## config.mk

```make
export PLATFORM = sky130hd
export DESIGN_NAME = note_sequencer
export DESIGN_NICKNAME = d
export VERILOG_FILES = /design/src/rtl/note_sequencer_pkg.sv /design/src/rtl/tick_timer.sv /design/src/rtl/note_sequencer.sv
export SDC_FILE = /design/constraint.sdc
export NUM_CORES = 1
export LEC_CHECK = 0
export ABC_AREA = 1
export CAP_MARGIN = 20
export CORE_ASPECT_RATIO = 1.75
export CORE_MARGIN = 4
export CORE_UTILIZATION = 60
export DETAILED_ROUTE_END_ITERATION = 12
export HOLD_SLACK_MARGIN = 0.1
export PLACE_DENSITY = 0.79
export SLEW_MARGIN = 20
export SYNTH_ARGS = -nofsm -noshare
export SYNTH_HDL_FRONTEND = slang
export SYNTH_SLANG_ARGS = --single-unit
```

## constraint.sdc

```tcl
create_clock -name clk -period 2.6 [get_ports clk]
set_input_delay 0.65 -clock clk [delete_from_list [all_inputs] [get_ports clk]]
set_output_delay 0.65 -clock clk [all_outputs]
set_load 0.005 [all_outputs]
```

## src/rtl/note_sequencer_pkg.sv

```systemverilog
// note_sequencer_pkg: shared state encoding, field widths and rest code
package note_sequencer_pkg;
    localparam int NOTE_W  = 4;
    localparam int OCT_W   = 2;
    localparam int ENTRY_W = NOTE_W + OCT_W;
    localparam logic [NOTE_W-1:0] REST = 4'd0;
    typedef enum logic [1:0] {IDLE, PLAY_NOTE, PLAY_GAP} state_t;
endpackage

```

## src/rtl/tick_timer.sv

```systemverilog
// tick_timer: free counter with terminal-count pulse, shared by note and gap phases
// Ports: clk/reset (async active-low); clear forces 0; en advances; term is the
// last count of the phase; done pulses while en and count == term.
module tick_timer #(
    parameter int CNT_W = 24
) (
    input  logic             clk,
    input  logic             reset,
    input  logic             clear,
    input  logic             en,
    input  logic [CNT_W-1:0] term,
    output logic             done
);
    logic [CNT_W-1:0] count;

    assign done = en & (count == term);

    always_ff @(posedge clk or negedge reset)
        if (!reset)
            count <= '0;
        else if (clear || done)
            count <= '0;
        else if (en)
            count <= count + 1'b1;
endmodule

```

## src/rtl/note_sequencer.sv

```systemverilog
// note_sequencer: records note presses into a buffer and replays them at a fixed tempo
// Ports: clk, reset (async active-low); load_n falling edge records {octave_in, note_in};
// playback rising edge starts/aborts replay; clear empties the buffer while idle.
// Outputs note_out/octave_out/note_valid drive the datapath; busy, full, rec_count
// and play_idx report status.
module note_sequencer
    import note_sequencer_pkg::*;
#(
    parameter int DEPTH      = 16,
    parameter int ADDR_W     = 4,
    parameter int NOTE_TICKS = 12_500_000,
    parameter int GAP_TICKS  = 1_250_000,
    parameter int CNT_W      = 24
) (
    input  logic              clk,
    input  logic              reset,
    input  logic              load_n,
    input  logic              playback,
    input  logic              clear,
    input  logic [NOTE_W-1:0] note_in,
    input  logic [OCT_W-1:0]  octave_in,
    output logic [NOTE_W-1:0] note_out,
    output logic [OCT_W-1:0]  octave_out,
    output logic              note_valid,
    output logic              busy,
    output logic              full,
    output logic [ADDR_W:0]   rec_count,
    output logic [ADDR_W-1:0] play_idx
);
    localparam logic [CNT_W-1:0] NOTE_TC = CNT_W'(NOTE_TICKS - 1);
    localparam logic [CNT_W-1:0] GAP_TC  = CNT_W'(GAP_TICKS - 1);
    localparam logic [ADDR_W:0]  FULL_V  = (ADDR_W + 1)'(DEPTH);

    state_t              state, next_state;
    logic [ADDR_W-1:0]   next_idx;
    logic [ENTRY_W-1:0]  mem [DEPTH];
    logic [ENTRY_W-1:0]  entry_q;
    logic                load_n_q, playback_q;
    logic                press, req, write, last, timer_done;

    assign press = load_n_q & ~load_n;
    assign req   = ~playback_q & playback;
    assign full  = rec_count == FULL_V;
    assign last  = {1'b0, play_idx} == rec_count - 1'b1;
    // Recording only while idle; clear and a playback request both outrank a press.
    assign write = (state == IDLE) & press & ~req & ~clear & ~full;

    always_ff @(posedge clk or negedge reset)
        if (!reset) begin
            load_n_q   <= 1'b1;
            playback_q <= 1'b0;
        end else begin
            load_n_q   <= load_n;
            playback_q <= playback;
        end

    tick_timer #(.CNT_W(CNT_W)) u_timer (
        .clk   (clk),
        .reset (reset),
        .clear (state == IDLE),
        .en    (state != IDLE),
        .term  (state == PLAY_NOTE ? NOTE_TC : GAP_TC),
        .done  (timer_done)
    );

    always_ff @(posedge clk or negedge reset)
        if (!reset) begin
            state    <= IDLE;
            play_idx <= '0;
        end else begin
            state    <= next_state;
            play_idx <= next_idx;
        end

    always_comb begin
        next_state = state;
        next_idx   = play_idx;
        case (state)
            IDLE:
                if (!clear && req && rec_count != '0) begin
                    next_state = PLAY_NOTE;
                    next_idx   = '0;
                end
            PLAY_NOTE:
                if (req) begin
                    next_state = IDLE;
                    next_idx   = '0;
                end else if (timer_done)
                    next_state = PLAY_GAP;
            PLAY_GAP:
                if (req) begin
                    next_state = IDLE;
                    next_idx   = '0;
                end else if (timer_done) begin
                    next_state = last ? IDLE : PLAY_NOTE;
                    next_idx   = last ? '0 : play_idx + 1'b1;
                end
            default: begin
                next_state = IDLE;
                next_idx   = '0;
            end
        endcase
    end

    always_ff @(posedge clk or negedge reset)
        if (!reset)
            rec_count <= '0;
        else if (state == IDLE && clear)
            rec_count <= '0;
        else if (write)
            rec_count <= rec_count + 1'b1;

    always_ff @(posedge clk)
        if (write)
            mem[rec_count[ADDR_W-1:0]] <= {octave_in, note_in};

    // Read is addressed by the next index so the note lands with the PLAY_NOTE state.
    always_ff @(posedge clk or negedge reset)
        if (!reset)
            entry_q <= '0;
        else
            entry_q <= next_state == PLAY_NOTE ? mem[next_idx] : {{OCT_W{1'b0}}, REST};

    always_comb begin
        note_valid = state == PLAY_NOTE;
        busy       = state != IDLE;
        note_out   = entry_q[NOTE_W-1:0];
        octave_out = entry_q[ENTRY_W-1:NOTE_W];
    end
endmodule
```

==> flow_summary_export.csv, run 1 <==
group,metric,value,unit
die,die_h,148.2,µm
clock_network,clk_pin_slew_worst_paths,0.06,ns
pwr,leakagePower,3.486,nW
layout,n_fill_cell,735,
layout,instances_no_fill,985,
die,dieArea,13060,µm²
clock_network,cts_tree,"built",
critical_path,cp_max_fo,16,
synthesis,yosysWarnings,0,
detailed_routing,wl,17.17,mm
timing,whs,0.1708,ns
critical_path,cp_data_required_time,2.90,ns
synthesis,mappedNetlistArea,6740,µm²
synthesis,synth_area_per_cell,8.927,µm²
layout,final_common_cell,"nand2_1",
synthesis,synth_cells,755,
placed_design,port_buffers,28,
detailed_routing,num_vias,5700,
placed_design,placed_cells,952,
synthesis,ys_seq_area_frac,0.5875,
timing,setup_tns,0,ns
critical_path,critPathKind,"reg2reg",
layout,final_cell_area,8267,µm²
layout,utilization,0.7488,
detailed_routing,viasPerCell,5.787,
global_routing,grt_pass1_wl,27.28,mm
timing,skew,0.009050,ns
timing,worst_pin_slew,0.7189,ns
timing,slew_headroom,0.5193,
critical_path,worstSetupStartpointType,"flop",
synthesis,ys_types,38,
timing,hold_violations,0,
synthesis,syn_nets,773,
pwr,peakVddDrop,0.5910,mV
timing,min_period,2.483,ns
layout,syn_to_final_growth,22.65,%
timing,grt_setup_unrepaired,"yes",
global_routing,grt_max_degree,27,
layout,nNetsFinal,858,
detailed_routing,route.detailed.drc,0,
global_routing,grt_pass1_vias,5928,
die,coreArea,11040,µm²
status,status,"finished, final reports clean",
clock_network,root_buffer,"clkbuf_16",
clock_network,cts_buffers,17,
die,pin_count,29,
global_routing,grt_usage,0.2766,
synthesis,synth-seq-cells,139,
critical_path,rr_startpoint,"rec_count[0]$_DFFE_PN0P_",
layout,final_cell_mix,"nand2_1 (196), nand3_1 (119), edfxtp_1 (96)",
clock_network,clkLatencyLatePin,0.42,ns
pwr,p_per_area,712.6,nW/µm²
clock_network,ctsHoldBuffers,0,
clock_network,cts.sinks,139,
die,fp-row-count,51,
placed_design,gp_congestion,0.9764,
placed_design,hpwlAfterDp,12.19,mm
layout,diodes,0,
timing,timing.fmax,402.7,MHz
clock_network,cts-htree-levels,4,
timing,setup_viol,0,
timing,slew_violations,0,
die,start_util,0.6106,
detailed_routing,wl_per_cell,17.43,µm
critical_path,cp.arrival,2.79,ns
detailed_routing,first_iter_violations,480,
layout,drive_above_1_share,0.1536,
clock_network,clockBufferDepth,2,
synthesis,synth_edf_count,96,
detailed_routing,first_pass_iters,5,
critical_path,cp-startpoint,"rec_count[0]$_DFFE_PN0P_",
timing,period_share,0.9552,
critical_path,end_kind,"flop",
critical_path,cpMaxStageDelayCell,"dfrtp_1",
run,drv_cap,0,
detailed_routing,drtAntennaViolNets,0,
global_routing,antenna_found_initial,0,
placed_design,place_area,7543,µm²
critical_path,crit_chain,"inv_1, ha_1, inv_1, nand2_1, nand3_1, nand3_1, nor2_2, nand2_2, nand2_1, nand3_1, nand3_2, nand2_4, buf_8, buf_4, nand2_1, a21oi_1, nor2_2, nor2_1, nor2_1",
synthesis,async_flop_share,0.3094,
critical_path,crit_path_max_incr_delay,0.39,ns
hold_path,hp-class,"in2async",
synthesis,ys.flop_type,"edfxtp_1",
global_routing,gr-total-overflow,0,
die,chipWidth,88.12,µm
==> final cells by class <==
type                    instances  area [µm²]  share of cell area
clock buffers                  18       429.2             0.05191
clock inverters                14       170.2             0.02058
multi-input cells             507        2420              0.2927
inverters                      90       337.8             0.04087
well taps                     132       165.2             0.01998
repair buffers                 85       782.0             0.09460
flip-flops and latches        139        3963              0.4793
==> cell families (layout without fill, tap and decap cells) <==
family,after synthesis,after routing,synth area share
xor+xnor,6,6,0.007798
compound gates,41,41,0.03342
buf+inv,109,207,0.06609
flops,139,139,0.5875
fa+ha+maj,7,7,0.01299
simple gates,453,453,0.2922
==> worst max-delay path: cells and delay by family (launching register included) <==
kind	cells	cell delay, ns
DFF	1	0.39
adders and majority gates	1	0.22
and+or+nand+nor	13	1.13
AOI/OAI and AO/OA	1	0.19
buffers and inverters	4	0.44
==> path summary, 6_finish.rpt <==
path,to,slack [ns],cells past startpoint
min reg2reg,u_timer.count[0]$_DFFE_PN0P_,0.51,1
min,rec_count[0]$_DFFE_PN0P_,0.17,1
max,entry_q[3]$_DFF_PN0_,0.12,19
max in group asynchronous,entry_q[2]$_DFF_PN0_,1.85,2
min in group clk,u_timer.count[0]$_DFFE_PN0P_,0.51,1
max reg2reg,entry_q[3]$_DFF_PN0_,0.12,19
==> layer usage <==
layer  GRT usage  share of wire  wire length, µm  up-vias
met2      0.5110           0.55             9469      277
met1      0.2711           0.34             5763     2677
met4      0.1581          0.058              990        0
met3     0.06486          0.055              943       90
li1            -              -                -     2656
met5           0              0                0        -
==> state kept, by name (all words and copies together), names as in the netlist <==
signal / cells
rec_count: 5
u_timer.count: 24
entry_q: 6
state: 2
mem: 96
play_idx: 4
load_n_q: 1
playback_q: 1
==> Yosys cell counts (6+ instances only) <==
cell	number	area share
o21ai_0	9	0.0067
nand3_1	121	0.090
nor3_1	14	0.010
ha_1	7	0.013
nor2_1	89	0.050
a21oi_1	24	0.018
buf_2	8	0.0059
edfxtp_1	96	0.43
nand2_1	200	0.11
inv_1	84	0.047
dfrtp_1	42	0.16
nand3b_1	6	0.0067
==> where the power goes <==
part | switching [mW] | internal, mW
Combinational | 0.641 | 0.391
Clock | 0.926 | 1.51
Sequential | 0.0197 | 2.40
Total | 1.59 | 4.30
==> stage by stage <==
step	setup slack, ns	total power, mW
floorplan	0.3216	3.041
global placement	-0.1613	3.404
detailed placement	-0.2407	3.432
CTS	0.02083	5.845
global route	-0.07613	6.108
finish	0.1165	5.890
==> repair_timing <==
item                                    CTS  global route
gates resized for setup                   0            34
buffers inserted                          0             1
endpoints found under the setup margin    0             9
No activity file was read; power rests on OpenSTA's default activity.
==> run 2, diff against run 1 <==
SLEW_MARGIN = 25   (was 20)
SYNTH_HIERARCHICAL = 1   (was unset)
==> run 2 against run 1 <==
Against the previous run: the run now ends with setup timing left; wire length increased by 25%; final area increased by 11%; critical path depth increased by 1; highest routed layer unchanged.
==> flow_summary_export.csv, run 2 <==
group,metric,value,unit
status,status,"finished with violations",
status,violations,"setup timing",
placed_design,port_buffers,28,
die,start_util,0.6138,
global_routing,grt_max_degree,44,
timing,period_share,1.110,
timing,worst_pin_slew,0.7703,ns
synthesis,ys.flop_type,"edfxtp_1",
placed_design,place_area,8154,µm²
clock_network,clk_pin_slew_worst_paths,0.06,ns
die,coreArea,11650,µm²
timing,slew_headroom,0.4848,
timing,skew,0.01009,ns
clock_network,cts_tree,"built",
critical_path,cp_data_required_time,2.90,ns
synthesis,yosysTopAreaCell,"edfxtp_1",
timing,grt_setup_unrepaired,"yes",
hold_path,hp-class,"in2async",
critical_path,worstSetupStartpointType,"flop",
detailed_routing,first_pass_iters,7,
detailed_routing,route.detailed.drc,0,
timing,hold_violations,0,
timing,slew_violations,0,
layout,multiInputGateArea,2947,µm²
timing,min_period,2.887,ns
placed_design,pre_cts_ws,-0.3081,ns
synthesis,synth-seq-cells,139,
critical_path,end_kind,"flop",
synthesis,ys_types,35,
placed_design,placed_cells,1054,
pwr,leakagePower,3.969,nW
placed_design,gp_congestion,0.9224,
layout,final_cell_area,9200,µm²
die,pin_count,29,
synthesis,mappedNetlistArea,7148,µm²
layout,syn_to_final_growth,28.71,%
detailed_routing,first_iter_violations,561,
placed_design,hpwlAfterDp,13.86,mm
synthesis,synth_edf_count,96,
layout,diodes,0,
layout,final_cell_mix,"nand2_1 (200), nand3_1 (133), edfxtp_1 (96)",
clock_network,cts.sinks,139,
global_routing,gr-total-overflow,0,
detailed_routing,viasPerCell,5.936,
layout,nNetsFinal,970,
synthesis,ys_seq_area_frac,0.5540,
clock_network,clkLatencyLatePin,0.42,ns
run,drv_cap,0,
detailed_routing,wl,21.54,mm
die,chipWidth,90.51,µm
clock_network,cts_buffers,17,
die,dieArea,13790,µm²
critical_path,cp_max_fo,7,
synthesis,synthMostInstantiatedCell,"nand2_1",
pwr,peakVddDrop,0.4783,mV
global_routing,grt_usage,0.3033,
layout,n_fill_cell,686,
synthesis,synth_cells,821,
clock_network,clockBufferDepth,2,
critical_path,cp.arrival,3.19,ns
detailed_routing,wl_per_cell,19.58,µm
layout,drive_above_1_share,0.2052,
synthesis,ys_top_cells_by_area,"edfxtp_1 (40%), dfrtp_1 (15%), nand2_1 (11%), nand3_1 (11%), nor2_1 (5.3%)",
synthesis,synth_top_area_share,0.4033,
synthesis,async_flop_share,0.3094,
pwr,p_per_area,557.0,nW/µm²
clock_network,ctsHoldBuffers,0,
clock_network,root_buffer,"clkbuf_16",
layout,seq_area,3961,µm²
die,fp-row-count,52,
layout,instances_no_fill,1100,
synthesis,synth.top_cells.by_count,"nand2_1 (209), nand3_1 (150), nor2_1 (101)",
synthesis,synth_area_per_cell,8.707,µm²
clock_network,cts-htree-levels,4,
detailed_routing,num_vias,6530,
detailed_routing,drtAntennaViolNets,0,
global_routing,grt_pass1_wl,32.50,mm
timing,worst_slack,-0.2870,ns
global_routing,antenna_found_initial,0,
global_routing,grt_pass1_vias,6591,
timing,timing.fmax,346.4,MHz
synthesis,yosysWarnings,6,
layout,final_common_cell,"nand2_1",
die,die_h,152.4,µm
timing,setup_viol,6,
layout,largest_reg_flops,96,
critical_path,critPathKind,"reg2reg",
[run 2: power breakdown]
group / internal [mW] / switching [mW]
sequential: 2.38 / 0.00474
clock: 1.46 / 0.997
combinational: 0.104 / 0.175
[run 2: through the flow]
stage / util / total power [mW] / setup TNS, ns / hold slack [ns]
floorplan: - / 2.553 / -0.3046 / 0.3544
global placement: 0.7002 / 2.678 / -10.32 / 0.5674
detailed placement: 0.7002 / 2.687 / -12.57 / 0.5757
CTS: 0.7723 / 5.127 / -0.7755 / 0.3592
global route: 0.7900 / 5.267 / -2.387 / 0.3704
finish: 0.7900 / 5.124 / -1.523 / 0.3301
[run 2: final timing paths]
| kind | startpoint | endpoint | slack (ns) | cells past startpoint |
|---|---|---|---|---|
| worst max-delay path | state[0]$_DFF_PN0_ | entry_q[3]$_DFF_PN0_ | -0.29 | 20 |
| worst min-delay path | reset | entry_q[2]$_DFF_PN0_ | 0.33 | 2 |
| worst max register to register | state[0]$_DFF_PN0_ | entry_q[3]$_DFF_PN0_ | -0.29 | 20 |
| worst min register to register | rec_count[1]$_DFFE_PN0P_ | rec_count[1]$_DFFE_PN0P_ | 0.63 | 2 |
| max in group asynchronous | reset | state[1]$_DFF_PN0_ | 1.79 | 2 |
| min in group clk | rec_count[1]$_DFFE_PN0P_ | rec_count[1]$_DFFE_PN0P_ | 0.63 | 2 |
[run 2: layout make-up]
cell class,count,area share
clock buffers,18,0.04774
inverters,90,0.03726
clock inverters,14,0.01727
well taps,135,0.01836
multi-input cells,583,0.3203
flip-flops and latches,139,0.4306
repair buffers,121,0.1285
[run 2: layer usage]
layer / GRT usage / vias up / routed length, µm
met1: 0.2852 / 3047 / 6800
li1: - / 2964 / -
met5: 0 / - / 0
met3: 0.05336 / 147 / 1187
met4: 0.2337 / 0 / 1857
met2: 0.5650 / 372 / 11700
[run 2: cells by family after synthesis]
logic type / Yosys count / share of synthesized area
simple gates: 514 / 0.3187
flops: 139 / 0.5540
buf+inv: 118 / 0.07334
compound gates: 21 / 0.01610
xor+xnor: 20 / 0.02451
fa+ha+maj: 7 / 0.01225
other cells: 2 / 0.001051
[run 2: timing repair]
item | 4_1_cts | 5_1_grt
pin swaps | 7 | 8
buffers inserted | 8 | 0
gates resized for setup | 35 | 32
endpoints found under the setup margin | 8 | 101
cloned | 3 | 3
[run 2: worst max-delay path, cell delays in order, from the launching register on]
cell and delay [ns]:
dfrtp_1 0.40, inv_2 0.11, nor2_4 0.07, inv_4 0.09
buf_4 0.12, inv_1 0.03, nand2_1 0.08, nand2_2 0.08
nor3_2 0.17, nand4_1 0.09, nor2_1 0.11, buf_4 0.15
nand2_1 0.09, nor3_1 0.22, xor2_1 0.22, nand3_1 0.16
nand2_2 0.17, buf_4 0.17, nand3_1 0.10, nand2_1 0.11
nor2_1 0.05
==> run 3, diff against run 2 <==
CTS_CLUSTER_DIAMETER = 30   (was unset)
GPL_ROUTABILITY_DRIVEN = 0   (was unset)
==> run 3 against run 2 <==
Against the previous run: maximum frequency fell by 6.1%; core utilization decreased by 0.64 points; the run still ends with setup timing left; setup slack worse by 0.19 ns; non-clock buffer count down 3; total power is 0.97% higher; final cell count decreased by 0.36%; final area fell by 0.82%; critical path depth increased by 1.
==> flow_summary_export.csv, run 3 (same netlist as run 2, synthesis figures left out) <==
group,metric,value,unit
status,status,"finished with violations",
status,violations,"setup timing",
critical_path,worstSetupStartpointType,"flop",
detailed_routing,route.detailed.drc,0,
critical_path,critPathKind,"reg2reg",
pwr,leakagePower,3.921,nW
clock_network,clk_pin_slew_worst_paths,0.06,ns
timing,slew_violations,0,
critical_path,cp_common_cell,"nand2_1",
die,dieArea,13790,µm²
detailed_routing,viasPerCell,6.057,
die,fp-row-count,52,
global_routing,grt_pass1_vias,6549,
critical_path,end_kind,"flop",
critical_path,cpMaxStageDelayCell,"dfrtp_1",
layout,final_common_cell,"nand2_1",
clock_network,cts.sinks,139,
clock_network,cts-htree-levels,4,
timing,hold_violations,0,
global_routing,grt_usage,0.3110,
layout,syn_to_final_growth,27.66,%
timing,min_period,3.076,ns
critical_path,crit_chain,"inv_2, nor2_4, buf_6, inv_1, nand2_1, nand4_1, nor3_2, nand2_1, nor2_1, buf_4, buf_4, buf_4, nand2_1, nand2_1, nand4_1, nand2_2, buf_12, nand3_1, nand3_1, nand2_1, nor2_1",
global_routing,gr-total-overflow,0,
die,start_util,0.6138,
detailed_routing,drtAntennaViolNets,0,
run,drv_cap,0,
die,chipWidth,90.51,µm
clock_network,clockBufferDepth,2,
timing,timing.fmax,325.1,MHz
clock_network,ctsHoldBuffers,0,
die,coreArea,11650,µm²
timing,worst_pin_slew,0.7680,ns
placed_design,port_buffers,28,
detailed_routing,num_vias,6638,
die,pin_count,29,
critical_path,r2r_slack,-0.48,ns
critical_path,cp_max_fo,18,
placed_design,placed_cells,1054,
layout,diodes,0,
clock_network,cts_tree,"built",
layout,largest_reg_flops,96,
critical_path,r2r_cells,21,
critical_path,rr_startpoint,"state[0]$_DFF_PN0_",
layout,instances_no_fill,1096,
timing,grt_setup_unrepaired,"yes",
timing,slew_headroom,0.4864,
timing,worst_slack,-0.4756,ns
detailed_routing,first_pass_iters,7,
global_routing,grt_max_degree,34,
global_routing,antenna_found_initial,0,
timing,skew,0.01041,ns
detailed_routing,wl_per_cell,19.78,µm
clock_network,cts_buffers,17,
layout,drive_above_1_share,0.1956,
critical_path,rr_endpoint,"entry_q[3]$_DFF_PN0_",
hold_path,hp-class,"in2async",
layout,utilization,0.7835,
clock_network,clkLatencyLatePin,0.42,ns
global_routing,grt_pass1_wl,33.35,mm
detailed_routing,first_iter_violations,553,
clock_network,root_buffer,"clkbuf_16",
placed_design,hpwlAfterDp,13.75,mm
pwr,peakVddDrop,0.5885,mV
timing,setup_viol,9,
critical_path,cp_data_required_time,2.94,ns
pwr,p_per_area,567.0,nW/µm²
layout,nNetsFinal,966,
critical_path,crit_path_max_incr_delay,0.37,ns
detailed_routing,wl,21.68,mm
critical_path,cp.arrival,3.41,ns
die,die_h,152.4,µm
layout,final_cell_mix,"nand2_1 (197), nand3_1 (135), edfxtp_1 (96)",
timing,period_share,1.183,
-- run 3: worst max-delay path by stage --
stage / start / end / slack, ns
2_1_floorplan: state[1]$_DFF_PN0_ / entry_q[4]$_DFF_PN0_ / -0.08
3_3_place_gp: playback / entry_q[5]$_DFF_PN0_ / -0.25
3_5_place_dp: state[0]$_DFF_PN0_ / entry_q[0]$_DFF_PN0_ / -0.37
4_1_cts: state[1]$_DFF_PN0_ / entry_q[0]$_DFF_PN0_ / -0.25
5_1_grt: state[0]$_DFF_PN0_ / entry_q[3]$_DFF_PN0_ / -0.62
6_report: state[0]$_DFF_PN0_ / entry_q[3]$_DFF_PN0_ / -0.48
-- run 3: timing repair --
item | 4_1_cts | 5_1_grt
setup buffers | 5 | 2
resized for setup | 27 | 27
endpoints found under the setup margin | 8 | 78
pin swaps | 7 | 11
cloned | 2 | 1
-- run 3: per-stage QoR --
step / hold slack [ns] / area, µm² / setup slack (ns) / TNS, ns / power, mW
CTS: 0.2916 / 8982 / -0.2508 / -1.442 / 5.171
detailed placement: 0.6283 / 8167 / -0.3727 / -5.164 / 2.688
finish: 0.2740 / 9125 / -0.4756 / -2.598 / 5.174
global placement: 0.6034 / 8167 / -0.2509 / -3.211 / 2.679
global route: 0.3155 / 9125 / -0.6189 / -3.776 / 5.309
floorplan: 0.3544 / 7237 / -0.08288 / -0.3046 / 2.553
-- run 3: worst max-delay path: cells and delay by family (launching register included) --
family | cells | cell delay (ns)
AND/OR/NAND/NOR | 14 | 1.77
buffers and inverters | 7 | 0.83
flip-flops | 1 | 0.37
-- run 3: cell type report --
cell class / instances / area [µm²]
sequential: 139 / 3960
clock buffer: 18 / 429.2
clock inverter: 14 / 183.9
inverter: 90 / 340.3
timing repair buffer: 118 / 1132
fill: 689 / 2521
multi-input combinational: 582 / 2910
tap: 135 / 168.9
-- run 3: report_power, final --
| group | switching [mW] | internal [mW] | leakage (nW) | total, mW |
|---|---|---|---|---|
| registers | 0.00411 | 2.38 | 1.46 | 2.39 |
| clock network | 0.980 | 1.53 | 0.286 | 2.51 |
| logic | 0.175 | 0.0993 | 2.18 | 0.274 |
| total | 1.16 | 4.01 | 3.92 | 5.17 |
-- run 3: layer usage --
layer,global-route usage,wire [µm],up-vias
met2,0.5512,11550,452
met1,0.3278,7012,3083
li1,-,-,2956
met5,0,0,-
met4,0.2184,1581,0
met3,0.05583,1538,147
